File: src/rtl/adder_share_arbiter.sv
// adder_share_arbiter: round-robin sharing of one dual-carry adder among NREQ requesters (define ADDER_ARB_FASTCAP_EN to drop the ISSUE settle cycle)
module adder_share_arbiter #(
    parameter int NREQ  = 4,
    parameter int WIDTH = 16
) (
    input  logic                  clk,
    input  logic                  rst_n,
    input  logic [NREQ-1:0]       req_valid_i,
    output logic [NREQ-1:0]       req_ready_o,
    input  logic [NREQ*WIDTH-1:0] req_a_i,
    input  logic [NREQ*WIDTH-1:0] req_b_i,
    input  logic [NREQ-1:0]       req_cin_i,
    output logic                  resp_valid_o,
    input  logic                  resp_ready_i,
    output logic [NREQ-1:0]       resp_id_o,
    output logic [WIDTH-1:0]      resp_sum_o,
    output logic                  resp_cout_o,
    output logic [WIDTH-1:0]      add_a_o,
    output logic [WIDTH-1:0]      add_b_o,
    input  logic [WIDTH-1:0]      add_sum0_i,
    input  logic [WIDTH-1:0]      add_sum1_i,
    input  logic                  add_c0_i,
    input  logic                  add_c1_i
);
    localparam int PW = $clog2(NREQ);
    typedef enum logic [1:0] {IDLE, ISSUE, CAPTURE, RESP} state_e;
`ifdef ADDER_ARB_FASTCAP_EN
    localparam state_e AFTER_GRANT = CAPTURE;
`else
    localparam state_e AFTER_GRANT = ISSUE;
`endif
    state_e            state_q, state_d;
    logic [PW-1:0]     rr_ptr_q, rr_ptr_d, gnt_idx;
    logic              gnt_any;
    logic [NREQ-1:0]   gnt_oh;
    logic [WIDTH-1:0]  add_a_q, add_a_d, add_b_q, add_b_d, resp_sum_q, resp_sum_d;
    logic              cin_q, cin_d, resp_cout_q, resp_cout_d;
    logic [NREQ-1:0]   id_q, id_d, resp_id_q, resp_id_d;
    function automatic logic [PW-1:0] wrap_add(logic [PW-1:0] p, int k);
        int s = int'(p) + k;
        return PW'((s >= NREQ) ? s - NREQ : s);
    endfunction
    // first valid requester at or after the pointer; scanning downward lets the nearest one win
    always_comb begin
        gnt_any = 1'b0;
        gnt_idx = '0;
        for (int k = NREQ - 1; k >= 0; k--) begin
            if (req_valid_i[wrap_add(rr_ptr_q, k)]) begin
                gnt_any = 1'b1;
                gnt_idx = wrap_add(rr_ptr_q, k);
            end
        end
    end
    assign gnt_oh       = NREQ'(1) << gnt_idx;
    assign req_ready_o  = (rst_n && state_q == IDLE && gnt_any) ? gnt_oh : '0;
    assign resp_valid_o = (state_q == RESP);
    assign resp_id_o    = resp_id_q;
    assign resp_sum_o   = resp_sum_q;
    assign resp_cout_o  = resp_cout_q;
    assign add_a_o      = add_a_q;
    assign add_b_o      = add_b_q;
    // transaction sequencing: grant and latch operands, let the adder settle, capture the chosen carry variant, hold the response
    always_comb begin
        state_d     = state_q;
        rr_ptr_d    = rr_ptr_q;
        add_a_d     = add_a_q;
        add_b_d     = add_b_q;
        cin_d       = cin_q;
        id_d        = id_q;
        resp_id_d   = resp_id_q;
        resp_sum_d  = resp_sum_q;
        resp_cout_d = resp_cout_q;
        case (state_q)
            IDLE: begin
                if (gnt_any) begin
                    add_a_d  = req_a_i[int'(gnt_idx)*WIDTH +: WIDTH];
                    add_b_d  = req_b_i[int'(gnt_idx)*WIDTH +: WIDTH];
                    cin_d    = req_cin_i[gnt_idx];
                    id_d     = gnt_oh;
                    rr_ptr_d = wrap_add(gnt_idx, 1);
                    state_d  = AFTER_GRANT;
                end
            end
            ISSUE: state_d = CAPTURE;
            CAPTURE: begin
                resp_sum_d  = cin_q ? add_sum1_i : add_sum0_i;
                resp_cout_d = cin_q ? add_c1_i : add_c0_i;
                resp_id_d   = id_q;
                state_d     = RESP;
            end
            RESP: state_d = resp_ready_i ? IDLE : RESP;
            default: state_d = IDLE;
        endcase
    end
    // state and datapath registers; reset discards any in-flight transaction
    always_ff @(posedge clk) begin
        if (!rst_n) begin
            state_q     <= IDLE;
            rr_ptr_q    <= '0;
            add_a_q     <= '0;
            add_b_q     <= '0;
            cin_q       <= 1'b0;
            id_q        <= '0;
            resp_id_q   <= '0;
            resp_sum_q  <= '0;
            resp_cout_q <= 1'b0;
        end else begin
            state_q     <= state_d;
            rr_ptr_q    <= rr_ptr_d;
            add_a_q     <= add_a_d;
            add_b_q     <= add_b_d;
            cin_q       <= cin_d;
            id_q        <= id_d;
            resp_id_q   <= resp_id_d;
            resp_sum_q  <= resp_sum_d;
            resp_cout_q <= resp_cout_d;
        end
    end
endmodule
File: config.mk
export PLATFORM = sky130hd
export DESIGN_NAME = adder_share_arbiter
export DESIGN_NICKNAME = d
export VERILOG_FILES = /design/src/rtl/adder_share_arbiter.sv
export SDC_FILE = /design/constraint.sdc
export NUM_CORES = 1
export LEC_CHECK = 0
export ABC_AREA = 1
export BUFFER_PORTS_ARGS = -buffer_cell sky130_fd_sc_hd__buf_2
export CAP_MARGIN = 10
export CORE_MARGIN = 2
export CORE_UTILIZATION = 44
export CTS_CLUSTER_SIZE = 20
export DETAILED_ROUTE_END_ITERATION = 12
export PLACE_DENSITY_LB_ADDON = 0.25
export SLEW_MARGIN = 5
export SYNTH_ARGS = -nofsm -noshare
export SYNTH_HDL_FRONTEND = slang
export SYNTH_SLANG_ARGS = --single-unit
export TNS_END_PERCENT = 30
File: constraint.sdc
create_clock -name clk -period 2.4 [get_ports clk]
set_input_delay 0 -clock clk [delete_from_list [all_inputs] [get_ports clk]]
set_output_delay 0 -clock clk [all_outputs]
set_load 0.005 [all_outputs]
==> metrics <==
status complete, no violations; Core ar. 8640 µm²; post-synthesis average cell area 5.80 µm²; Max Cap Viol 0; Int Pwr 4.00 mW; number of antenna violations at the first check in global routing 0; WHS 6.30 ps; site row count 34; First-pass DRT Iterations 5; final RePlAce weighted congestion 0.857; Leak Pwr 3.37 nW; Startpoint Class flip-flop; DRC Markers 0; CP endpoint kind flip-flop; Mapped Cells 672; switching pwr 3.81 mW; Iter 0 DRT Violations 194; syn nets 845; P&R area growth vs syn 46.6%; Final Util 0.662; Slew @ Worst Pin 686 ps; H-tree levels 3; slowest CP cell dlygate4sd3_1; top-count cell post-synth nand2_1; final WL 13200 µm; grt total ovfl 0; layout cells sized above 1 0.293; Final Hold Viols 0; Yosys warnings 0; VDD IR max 1.03 mV; CP Max Fanout 19; wire length per cell 12.8 µm; register area share after synthesis 0.318; slew margin rel. 0.542; largest area contributor in the netlist dfxtp_1; vias per cell 4.94; Hold Path Class in -> reg; Clk Latency, worst-skew pair 330 ps; RSZ-0062 raised after global routing no; Clock Pin Slew Worst Setup and Hold Paths 80 ps; IO buf count 230; synth cell count leaders 307 x nand2_1, 83 x nand3_1, 62 x dfxtp_1; Top FF cell, synth dfxtp_1; Max clock buf depth 2; f_max 469 MHz; Pwr Total 7.81 mW; Clock Power Share 0.127; Post-Route Skew 10.1 ps; Routed Antenna Nets 0; Max stage delay on crit path 560 ps; Crit Path Class reg -> reg; max-slew violations 0; min Tclk post-route 2130 ps; Gate power share 0.647; CP most frequent cell a21oi_1; CTS root buf clkbuf_8; CTS tree yes; Critical Path, Cell by Cell buf_4 -> clkinv_1 -> a21oi_1 -> a21oi_1 -> dlygate4sd3_1; Area contributors post-synth dfxtp_1 32%, nand2_1 30%, nand3_1 11%; vias in the first global route 4967; Final Setup Violations 0; Final WS setup 267 ps; Req. time, crit path 2620 ps; pwr/cell area 1370 nW/µm²; nets 1094; Die W 98.1 µm; I/O pin total 231; pre-CTS WS 202 ps; synthesized area 3900 µm²; first-pass GRT wire length 21900 µm; synthesis-stage register bit count 62; largest net degree at the start of global routing 64; DR vias 5112; top cell type's share of synthesized area 0.318; sw frac 0.487; Seq pwr share 0.225; CP arrival 2360 ps; Initial Util 0.451; area of the die 9630 µm²; Post-synth EDFFs 0; HPWL Detailed 9110 µm; TritonCTS buffer count 9; Die Y 98.1 µm; ys async rst share 0; Final period util 0.889; clk sinks 62; Inserted Diodes 0; post-synth cell types 21; gr usage total 0.271; setup TNS 0 ps
[flip-flops by register name, summed over array words and instances (netlist names)]
signal       flops
resp_sum_o      16
id_q             4
rr_ptr_q         2
resp_id_o        4
add_b_o         16
resp_cout_o      1
cin_q            1
add_a_o         16
state_q          2
[kinds of logic (layout without fill, tap and decap cells)]
family,after synthesis,after routing,synth area share
AND/OR/NAND/NOR,448,448,0.493
buffers and inverters,97,351,0.104
AO/OA/AOI/OAI,65,65,0.0844
flip-flops,62,62,0.318
[per-stage QoR]
stage,instance area (µm²),std cells
2_1_floorplan,3900,672
3_5_place_dp,5120,981
5_1_grt,5710,1034
3_3_place_gp,5120,981
6_report,5710,1034
4_1_cts,5690,1032
[power groups by stage]
stage | clock network (mW) | logic (mW) | registers, mW
final | 0.995 | 5.05 | 1.76
after global routing | 1.07 | 5.75 | 1.81
after CTS | 1.01 | 5.03 | 1.75
after detailed placement | 0 | 4.86 | 1.76
after global placement | 0 | 4.77 | 1.75
after floorplan | 0 | 3.44 | 1.76
[critical path: cells and delay by family (launching register included)]
family / cells / cell delay (ps)
AOI/OAI and AO/OA: 2 / 450
DFF: 1 / 310
buffers and inverters: 3 / 1270
[final timing paths]
path | startpoint | endpoint | slack (ps) | depth (start not counted)
worst max-delay path | cin_q | resp_sum_o[8] | 270 | 5
worst min-delay path | req_b_i[32] | add_b_o[0] | 6 | 5
worst max register to register | cin_q | resp_sum_o[8] | 270 | 5
worst min register to register | add_a_o[11] | add_a_o[11] | 450 | 2
[routing by layer]
layer / track usage / wire length, µm
met4: 0.0908 / 318
met5: 0 / 0
met3: 0.0408 / 915
met2: 0.504 / 6640
met1: 0.317 / 5360
[area by class of cell]
type	count	area [µm²]
Clock buffer	10	128
Clock inverter	6	86.3
Fill cell	824	2920
Inverter	55	209
Multi-Input combinational cell	513	2260
Sequential cell	62	1250
Tap cell	108	135
Timing Repair Buffer	280	1650
[placed cells by master (no fill, tap or decap)]
master	instances
nand2_1	307
buf_2	230
nand3_1	83
dfxtp_1	60
inv_1	50
dlygate4sd3_1	35
a21oi_1	34
nand3b_1	30
o21ai_0	27
nor2_1	22
buf_4	12
clkbuf_8	9
buf_12	3
inv_2	2
nor2_2	2
nand2_4	2
clkinv_1	2
o21ai_1	2
clkinv_2	2
bufinv_16	2
inv_4	1
nor2_4	1
nand2_2	1
a211oi_1	1
a31oi_1	1
clkinvlp_4	1
clkinv_4	1
clkbuf_1	1
dfxtp_4	1
dfxtp_2	1
[what timing repair did]
item                                   CTS  global route
buffers inserted                         0             2
endpoints found under the hold margin   19             0
resized for setup                        1             3
hold buffers                            35             0
setup endpoints to repair                3            14
pin swaps                                0             1
Power figures use the tool's default switching activity.
